==> src/rtl/apb_master_bridge.sv <==
// APB initiator: turns a single-outstanding request/response port into APB
// SETUP/ACCESS transfers with address-window slave decode and a hung-slave timeout.
module apb_master_bridge #(
  parameter int NUM_SLAVES = 4,
  parameter int SEL_LSB    = 12,
  parameter int TIMEOUT    = 16
) (
  input  logic                    HCLK,
  input  logic                    n_RST,
  input  logic                    req_valid,
  output logic                    req_ready,
  input  logic [31:0]             req_addr,
  input  logic [31:0]             req_wdata,
  input  logic                    req_write,
  output logic                    rsp_valid,
  output logic [31:0]             rsp_rdata,
  output logic                    rsp_err,
  output logic [31:0]             PADDR,
  output logic [31:0]             PWDATA,
  output logic                    PWRITE,
  output logic [NUM_SLAVES-1:0]   PSEL,
  output logic                    PENABLE,
  input  logic [NUM_SLAVES*32-1:0] PRDATA,
  input  logic [NUM_SLAVES-1:0]   PREADY,
  input  logic [NUM_SLAVES-1:0]   PSLVERR
);

  localparam int IDX_W = (NUM_SLAVES > 1) ? $clog2(NUM_SLAVES) : 1;
  localparam int CNT_W = $clog2(TIMEOUT);
  localparam logic [CNT_W-1:0] CNT_MAX = CNT_W'(TIMEOUT - 1);

  typedef enum logic [1:0] {S_IDLE, S_SETUP, S_ACCESS, S_RESP} state_t;

  state_t             r_state;
  state_t             w_state_next;
  logic [31:0]        r_addr;
  logic [31:0]        r_wdata;
  logic [31:0]        r_rdata;
  logic               r_write;
  logic               r_err;
  logic [IDX_W-1:0]   r_idx;
  logic [CNT_W-1:0]   r_cnt;

  logic [IDX_W-1:0]      w_idx_req;
  logic [31:0]           w_idx_ext;
  logic                  w_dec_ok;
  logic [NUM_SLAVES-1:0] w_hit;
  logic                  w_active;
  logic                  w_sel_pready;
  logic                  w_sel_pslverr;
  logic [31:0]           w_sel_prdata;

  assign w_idx_req = req_addr[SEL_LSB +: IDX_W];
  assign w_idx_ext = 32'(w_idx_req);
  assign w_dec_ok  = (w_idx_ext < 32'(NUM_SLAVES));

  genvar gi;
  generate
    for (gi = 0; gi < NUM_SLAVES; gi++) begin : g_hit
      assign w_hit[gi] = (r_idx == IDX_W'(gi));
    end
  endgenerate

  // Only the captured slave's handshake and data are ever looked at.
  assign w_sel_pready  = |(PREADY & w_hit);
  assign w_sel_pslverr = |(PSLVERR & w_hit);

  always_comb begin
    w_sel_prdata = '0;
    for (int k = 0; k < NUM_SLAVES; k++) begin
      if (w_hit[k]) w_sel_prdata = PRDATA[32*k +: 32];
    end
  end

  always_ff @(posedge HCLK or negedge n_RST) begin
    if (!n_RST) r_state <= S_IDLE;
    else        r_state <= w_state_next;
  end

  always_comb begin
    w_state_next = r_state;
    req_ready    = 1'b0;
    rsp_valid    = 1'b0;
    PENABLE      = 1'b0;
    w_active     = 1'b0;
    case (r_state)
      S_IDLE: begin
        req_ready = 1'b1;
        if (req_valid) w_state_next = w_dec_ok ? S_SETUP : S_RESP;
      end
      S_SETUP: begin
        w_active     = 1'b1;
        w_state_next = S_ACCESS;
      end
      S_ACCESS: begin
        w_active = 1'b1;
        PENABLE  = 1'b1;
        if (w_sel_pready || (r_cnt == CNT_MAX)) w_state_next = S_RESP;
      end
      S_RESP: begin
        rsp_valid    = 1'b1;
        w_state_next = S_IDLE;
      end
      default: w_state_next = S_IDLE;
    endcase
  end

  assign PSEL      = w_active ? w_hit : '0;
  assign PADDR     = r_addr;
  assign PWDATA    = r_wdata;
  assign PWRITE    = r_write;
  assign rsp_rdata = rsp_valid ? r_rdata : 32'h0;
  assign rsp_err   = rsp_valid ? r_err : 1'b0;

  always_ff @(posedge HCLK or negedge n_RST) begin
    if (!n_RST) begin
      r_addr  <= '0;
      r_wdata <= '0;
      r_rdata <= '0;
      r_write <= 1'b0;
      r_err   <= 1'b0;
      r_idx   <= '0;
      r_cnt   <= '0;
    end else begin
      case (r_state)
        S_IDLE: begin
          if (req_valid) begin
            r_addr  <= req_addr;
            r_wdata <= req_write ? req_wdata : 32'h0;
            r_write <= req_write;
            r_idx   <= w_idx_req;
            r_rdata <= '0;
            r_err   <= !w_dec_ok;
          end
        end
        S_SETUP: r_cnt <= '0;
        S_ACCESS: begin
          // PREADY wins over timeout on the last allowed cycle.
          if (w_sel_pready) begin
            r_err   <= w_sel_pslverr;
            r_rdata <= (!r_write && !w_sel_pslverr) ? w_sel_prdata : 32'h0;
          end else if (r_cnt == CNT_MAX) begin
            r_err   <= 1'b1;
            r_rdata <= '0;
          end else begin
            r_cnt <= r_cnt + 1'b1;
          end
        end
        default: ;
      endcase
    end
  end

endmodule
==> config.mk <==
export PLATFORM = sky130hd
export DESIGN_NAME = apb_master_bridge
export DESIGN_NICKNAME = d
export VERILOG_FILES = /design/src/rtl/apb_master_bridge.sv
export SDC_FILE = /design/constraint.sdc
export NUM_CORES = 1
export LEC_CHECK = 0
export CAP_MARGIN = 20
export CORE_AREA = 2 2 120 122
export DETAILED_ROUTE_END_ITERATION = 10
export DIE_AREA = 0 0 122 124
export PLACE_DENSITY = 0.82
export SLEW_MARGIN = 15
export SYNTH_ARGS = -nofsm -noshare
export SYNTH_HDL_FRONTEND = slang
export SYNTH_SLANG_ARGS = --single-unit
export TNS_END_PERCENT = 5
==> constraint.sdc <==
create_clock -name HCLK -period 5.16 [get_ports HCLK]
set_input_delay 0.516 -clock HCLK [delete_from_list [all_inputs] [get_ports HCLK]]
set_output_delay 0.516 -clock HCLK [all_outputs]
set_load 0.05 [all_outputs]
# Word-level counts from Yosys, hierarchy flattened

Cells that the tools add are included.

Register bits after elaboration: 106
Output and inout bits: 105
Word-level logic and storage cells: 68

Add/sub/neg operators: 1
Bitwise logic cells: 2
Eq/ne operators: 12
$lt $le $gt $ge: 1
Reductions and logical operators: 16
Muxes and demuxes: 28

Operator list:

| cell                                                       | count |
|---|---|
| 2-to-1 mux 32 bit                                          | 10 |
| one-hot mux 32 bit (2 select lines)                        | 1 |
| 2-to-1 mux 4 bit                                           | 3 |
| bitwise AND 4 bit                                          | 2 |
| == test 2 bit, second input constant                       | 4 |
| 2-to-1 mux 1 bit                                           | 8 |
| inequality test 2 bit, second input constant               | 4 |
| one-hot mux 2 bit (4 select lines)                         | 1 |
| one-hot mux 4 bit (2 select lines)                         | 1 |
| OR reduction 4 bit                                         | 2 |
| 2-to-1 mux 2 bit                                           | 3 |
| AND reduction 3 bit                                        | 2 |
| adder 4 x 1 -> 4 bit, second input constant                | 1 |
| == test 2 x 1 -> 1 bit, second input constant              | 2 |
| == test 4 bit, second input constant                       | 1 |
| logical NOT 2 bit                                          | 2 |
| AND reduction 2 bit                                        | 2 |
| nonzero test 2 bit                                         | 2 |
| logical NOT 1 bit                                          | 3 |
| less-than comparator 2 x 3 -> 1 bit, second input constant | 1 |
| inequality test 3 bit, second input constant               | 1 |
| one-hot mux 1 bit (2 select lines)                         | 1 |
| OR reduction 2 bit                                         | 1 |
| logical AND 1 bit                                          | 1 |
| logical OR 1 bit                                           | 1 |

# Longest topological paths before layout

Depth after elaboration: 8
Gate-level depth with buffers: 8

# Worst setup path before layout

Ideal clock, no wire load.

Path kind: register to output
From: register PADDR[13] (netlist name)
To: output port PSEL[0]
Stages on the path, launching flop included: 4
Data required time: 4.644 ns
Arrival time: 2.314 ns
Slack: 2.330 ns
Buffers on the path: 2
Cell sequence: dfrtp_1 buf_1 clkbuf_1 nor3b_1

RTL lines:

| what      | RTL line | source |
|---|---|---|
| to (decl) | 21       | `output logic [NUM_SLAVES-1:0] PSEL,` |

# Worst setup path after layout

From: register r_state[0]
To: output port rsp_rdata[13]

Longest elaborated chain between the ends: 3

RTL lines:

| what                   | RTL line | source |
|---|---|---|
| from (decl)            | 34       | `state_t r_state;` |
| from (signal assigned) | 77       | `else r_state <= w_state_next;` |
| == test 2 bit          | 86       | `case (r_state)` |
| 2-to-1 mux 1 bit       | 86       |  |
| 2-to-1 mux 32 bit      | 112      | `assign rsp_rdata = rsp_valid ? r_rdata : 32'h0;` |
| to (decl)              | 16       | `output logic [31:0] rsp_rdata,` |

No other way between the ends.

==> metrics.txt <==
# TYPE chip_impl_metric gauge
chip_impl_metric{name="finalWeightedCongestion",unit=""} 0.8848
chip_impl_info{name="element_type_at_the_critical_path_end",value="primary output"} 1
chip_impl_metric{name="detail-route-antenna-nets",unit=""} 0
chip_impl_metric{name="grtUsageTotal",unit="%"} 21.05
chip_impl_info{name="synthFlopType",value="dfrtp_1"} 1
chip_impl_metric{name="largest_net_degree_at_the_start_of_global_routing",unit=""} 68
chip_impl_metric{name="seq_area_frac_synth",unit="%"} 48.79
chip_impl_metric{name="ctsResizeCount",unit=""} 0
chip_impl_metric{name="cts_sinks",unit=""} 104
chip_impl_metric{name="dieHeight",unit="um"} 124
chip_impl_metric{name="clk_path_buf_depth",unit=""} 2
chip_impl_metric{name="drt_iter0_drc",unit=""} 207
chip_impl_metric{name="post-synth-top-area-fraction",unit="%"} 48.79
chip_impl_metric{name="initial_utilization",unit="%"} 38.88
chip_impl_metric{name="post-route-min-period",unit="ns"} 3.143
chip_impl_metric{name="total_power",unit="mW"} 5.048
chip_impl_info{name="yosysTopAreaCell",value="dfrtp_1"} 1
chip_impl_metric{name="relSlewSlack",unit="%"} 38.81
chip_impl_metric{name="grt_pass1_wl",unit="mm"} 24.45
chip_impl_metric{name="drtPass1Iterations",unit=""} 4
chip_impl_metric{name="critical_path_required",unit="ns"} 4.64
chip_impl_metric{name="routed_wire_length_per_instance",unit="um"} 17.38
chip_impl_metric{name="clock_skew",unit="ns"} 0.01198
chip_impl_metric{name="cell_rows",unit=""} 43
chip_impl_metric{name="hold_viol_final",unit=""} 0
chip_impl_metric{name="design.final.nets",unit=""} 976
chip_impl_metric{name="drc",unit=""} 0
chip_impl_info{name="unrepaired_setup_endpoints_after_global_routing",value="false"} 1
chip_impl_metric{name="maxSlewViolCount",unit=""} 0
chip_impl_metric{name="post_cts_clock_slew_at_the_launch_and_capture_registers_of_the_worst_setup_and_hold_paths",unit="ns"} 0.07
chip_impl_metric{name="antenna_found_initial",unit=""} 1
chip_impl_info{name="cts_tree",value="built"} 1
chip_impl_metric{name="number_of_global_route_vias_before_repair",unit=""} 4801
chip_impl_info{name="layout_commonest_cell",value="clkdlybuf4s50_1"} 1
chip_impl_metric{name="detailed_place_hpwl",unit="mm"} 13.05
chip_impl_metric{name="utilization",unit="%"} 64.20
chip_impl_info{name="cp_cell_sequence",value="ha_1 > and2_1 > clkdlybuf4s50_1"} 1
chip_impl_metric{name="seq_area",unit="um^2"} 2604
chip_impl_metric{name="syn_to_final_growth",unit="%"} 65.14
chip_impl_info{name="worst_hold_path_type",value="input port to asynchronous set/reset pin"} 1
chip_impl_metric{name="die_w",unit="um"} 122
chip_impl_metric{name="post_synth_inst_count",unit=""} 478
chip_impl_metric{name="vias_per_cell",unit=""} 4.922
chip_impl_info{name="crit_path_top_delay_cell",value="clkdlybuf4s50_1"} 1
chip_impl_metric{name="numCtsBuffers",unit=""} 9
chip_impl_metric{name="cts_htree_levels",unit=""} 3
chip_impl_metric{name="io_pins",unit=""} 309
chip_impl_metric{name="core_region_area",unit="um^2"} 13720
chip_impl_metric{name="finalCritPeriodShare",unit="%"} 60.92
chip_impl_metric{name="dp_cells",unit=""} 936
chip_impl_metric{name="cts_hold_buffers",unit=""} 0
chip_impl_metric{name="drv_cap",unit=""} 0
chip_impl_metric{name="worst_path_largest_cell_delay",unit="ns"} 0.82
chip_impl_metric{name="final_number_of_setup_violating_endpoints",unit=""} 0
chip_impl_info{name="most_used_cells_in_the_layout_excluding_fill_and_tap_cells",value="clkdlybuf4s50_1, dfrtp_1, nand2_1"} 1
chip_impl_metric{name="power.ir.vdd_worst",unit="V"} 0.0003688
chip_impl_info{name="status",value="complete, no violations"} 1
chip_impl_metric{name="synth_area_per_cell",unit="um^2"} 11.16
chip_impl_metric{name="post_synth_instance_area",unit="um^2"} 5334
chip_impl_metric{name="global_route.overflow_total",unit=""} 0
chip_impl_metric{name="power_density_over_the_cells",unit="nW/um^2"} 573.1
chip_impl_metric{name="io_buffers",unit=""} 308
chip_impl_metric{name="fillerInstances",unit=""} 1065
chip_impl_metric{name="achievable-frequency",unit="GHz"} 0.3181
chip_impl_metric{name="synth_async_sr_flop_share",unit="%"} 100.0
chip_impl_metric{name="synth_seq_cells",unit=""} 104
chip_impl_metric{name="drive_above_1_share",unit="%"} 12.69
chip_impl_metric{name="multi_input_comb_area",unit="um^2"} 2426
chip_impl_metric{name="cp.arrival",unit="ns"} 2.63
chip_impl_metric{name="stdcell_count",unit=""} 953
chip_impl_metric{name="insertion_delay_to_the_later_sink_of_the_worst_skew_pair",unit="ns"} 0.34
chip_impl_metric{name="design.die.area",unit="um^2"} 15130
chip_impl_metric{name="postSynthNetCount",unit=""} 687
chip_impl_metric{name="post_cts.repair.setup_buffers",unit=""} 0
chip_impl_metric{name="synth_cell_type_count",unit=""} 30
chip_impl_metric{name="leakage",unit="nW"} 3.726
chip_impl_metric{name="setup_tns",unit="ns"} 0
chip_impl_metric{name="worst_pin_slew",unit="ns"} 0.9179
chip_impl_metric{name="synth-warning-count",unit=""} 0
chip_impl_metric{name="regToRegSetupSlack",unit="ns"} 2.29
chip_impl_info{name="startpoint_type",value="register"} 1
chip_impl_info{name="timing_worst_setup_path_type",value="register to primary output"} 1
chip_impl_metric{name="critPathMaxFanout",unit=""} 34
chip_impl_metric{name="vias",unit=""} 4691
chip_impl_info{name="synthTopCellsByArea",value="dfrtp_1, mux4_2, mux2_2"} 1
chip_impl_info{name="clk_root_buffer_cell",value="clkbuf_16"} 1
chip_impl_metric{name="synth-edff-count",unit=""} 0
chip_impl_metric{name="routed_wl",unit="mm"} 16.57
-- area by class of cell --
type | instances | area share (%)
clock inverters | 6 | 0.5966
clock buffers | 10 | 2.713
well taps | 180 | 2.557
inverters | 37 | 1.577
diodes | 1 | 0.02841
repair buffers | 314 | 35.43
multi-input cells | 301 | 27.54
flip-flops and latches | 104 | 29.56
-- path summary, 6_finish.rpt --
check,depth (start not counted),endpoint,from
max in group asynchronous,2,PADDR[21]$_DFFE_PN0P_,n_RST
worst max-delay path,3,rsp_rdata[13],r_state[0]$_DFFE_PN0P_
min in group HCLK,2,r_rdata[26]$_DFFE_PN0P_,r_rdata[26]$_DFFE_PN0P_
worst min register to register,2,r_rdata[26]$_DFFE_PN0P_,r_rdata[26]$_DFFE_PN0P_
worst min-delay path,1,PWDATA[3]$_DFFE_PN0P_,n_RST
worst max register to register,6,r_rdata[29]$_DFFE_PN0P_,PADDR[12]$_DFFE_PN0P_
-- critical path, delay by kind of cell, from the launching register on --
| kind | cells | cell delay (ns) |
|---|---|---|
| buffers and inverters | 1 | 0.82 |
| adder cells (fa/ha/maj) | 1 | 0.79 |
| flip-flops | 1 | 0.41 |
| AND/OR/NAND/NOR | 1 | 0.27 |
-- metrics by stage --
| step | worst slack [ns] | cell area [um^2] | hold WS (ns) |
|---|---|---|---|
| after floorplan | 2.330 | 5334 | 0.2204 |
| after global placement | 2.441 | 8519 | 0.4536 |
| after detailed placement | 2.278 | 8519 | 0.4621 |
| after CTS | 1.999 | 8811 | 0.2251 |
| after global routing | 1.859 | 8808 | 0.2404 |
| final | 2.017 | 8808 | 0.2031 |
-- cells by family after synthesis --
kind of cell | after synthesis | synth area share, %
AOI/OAI and AO/OA | 72 | 8.679
DFF | 104 | 48.79
adders and majority gates | 5 | 1.173
and+or+nand+nor | 148 | 12.48
buffers and inverters | 73 | 6.028
muxes | 76 | 22.85
-- state kept, by name, summed over array words and instances (netlist names) --
signal / cells
PADDR: 32
r_cnt: 4
r_err: 1
PWDATA: 32
r_rdata: 32
r_state: 2
PWRITE: 1
-- per-layer routing --
layer	global-route usage, %	vias to the layer above	wire (um)
li1	-	2222	-
met4	7.112	0	330
met2	38.51	209	8656
met3	8.150	18	1699
met5	0	-	0
met1	22.12	2242	5880
-- where the power goes --
part           switching (mW)  internal [mW]
Clock                   0.311          0.348
Sequential              0.206           1.14
Combinational            1.87           1.17
-- cells in the mapped netlist, types with 2 or more instances --
| cell type | number |
|---|---|
| a22o_1 | 2 |
| and2_1 | 33 |
| and3_1 | 2 |
| buf_1 | 5 |
| buf_2 | 5 |
| buf_4 | 3 |
| buf_6 | 4 |
| clkbuf_1 | 19 |
| dfrtp_1 | 104 |
| ha_1 | 5 |
| inv_1 | 37 |
| mux2_2 | 35 |
| mux2i_1 | 7 |
| mux4_2 | 33 |
| nand2_1 | 104 |
| nor2_1 | 3 |
| o21ai_0 | 33 |
| o31ai_1 | 32 |
No activity file was read; power rests on OpenSTA's default activity.
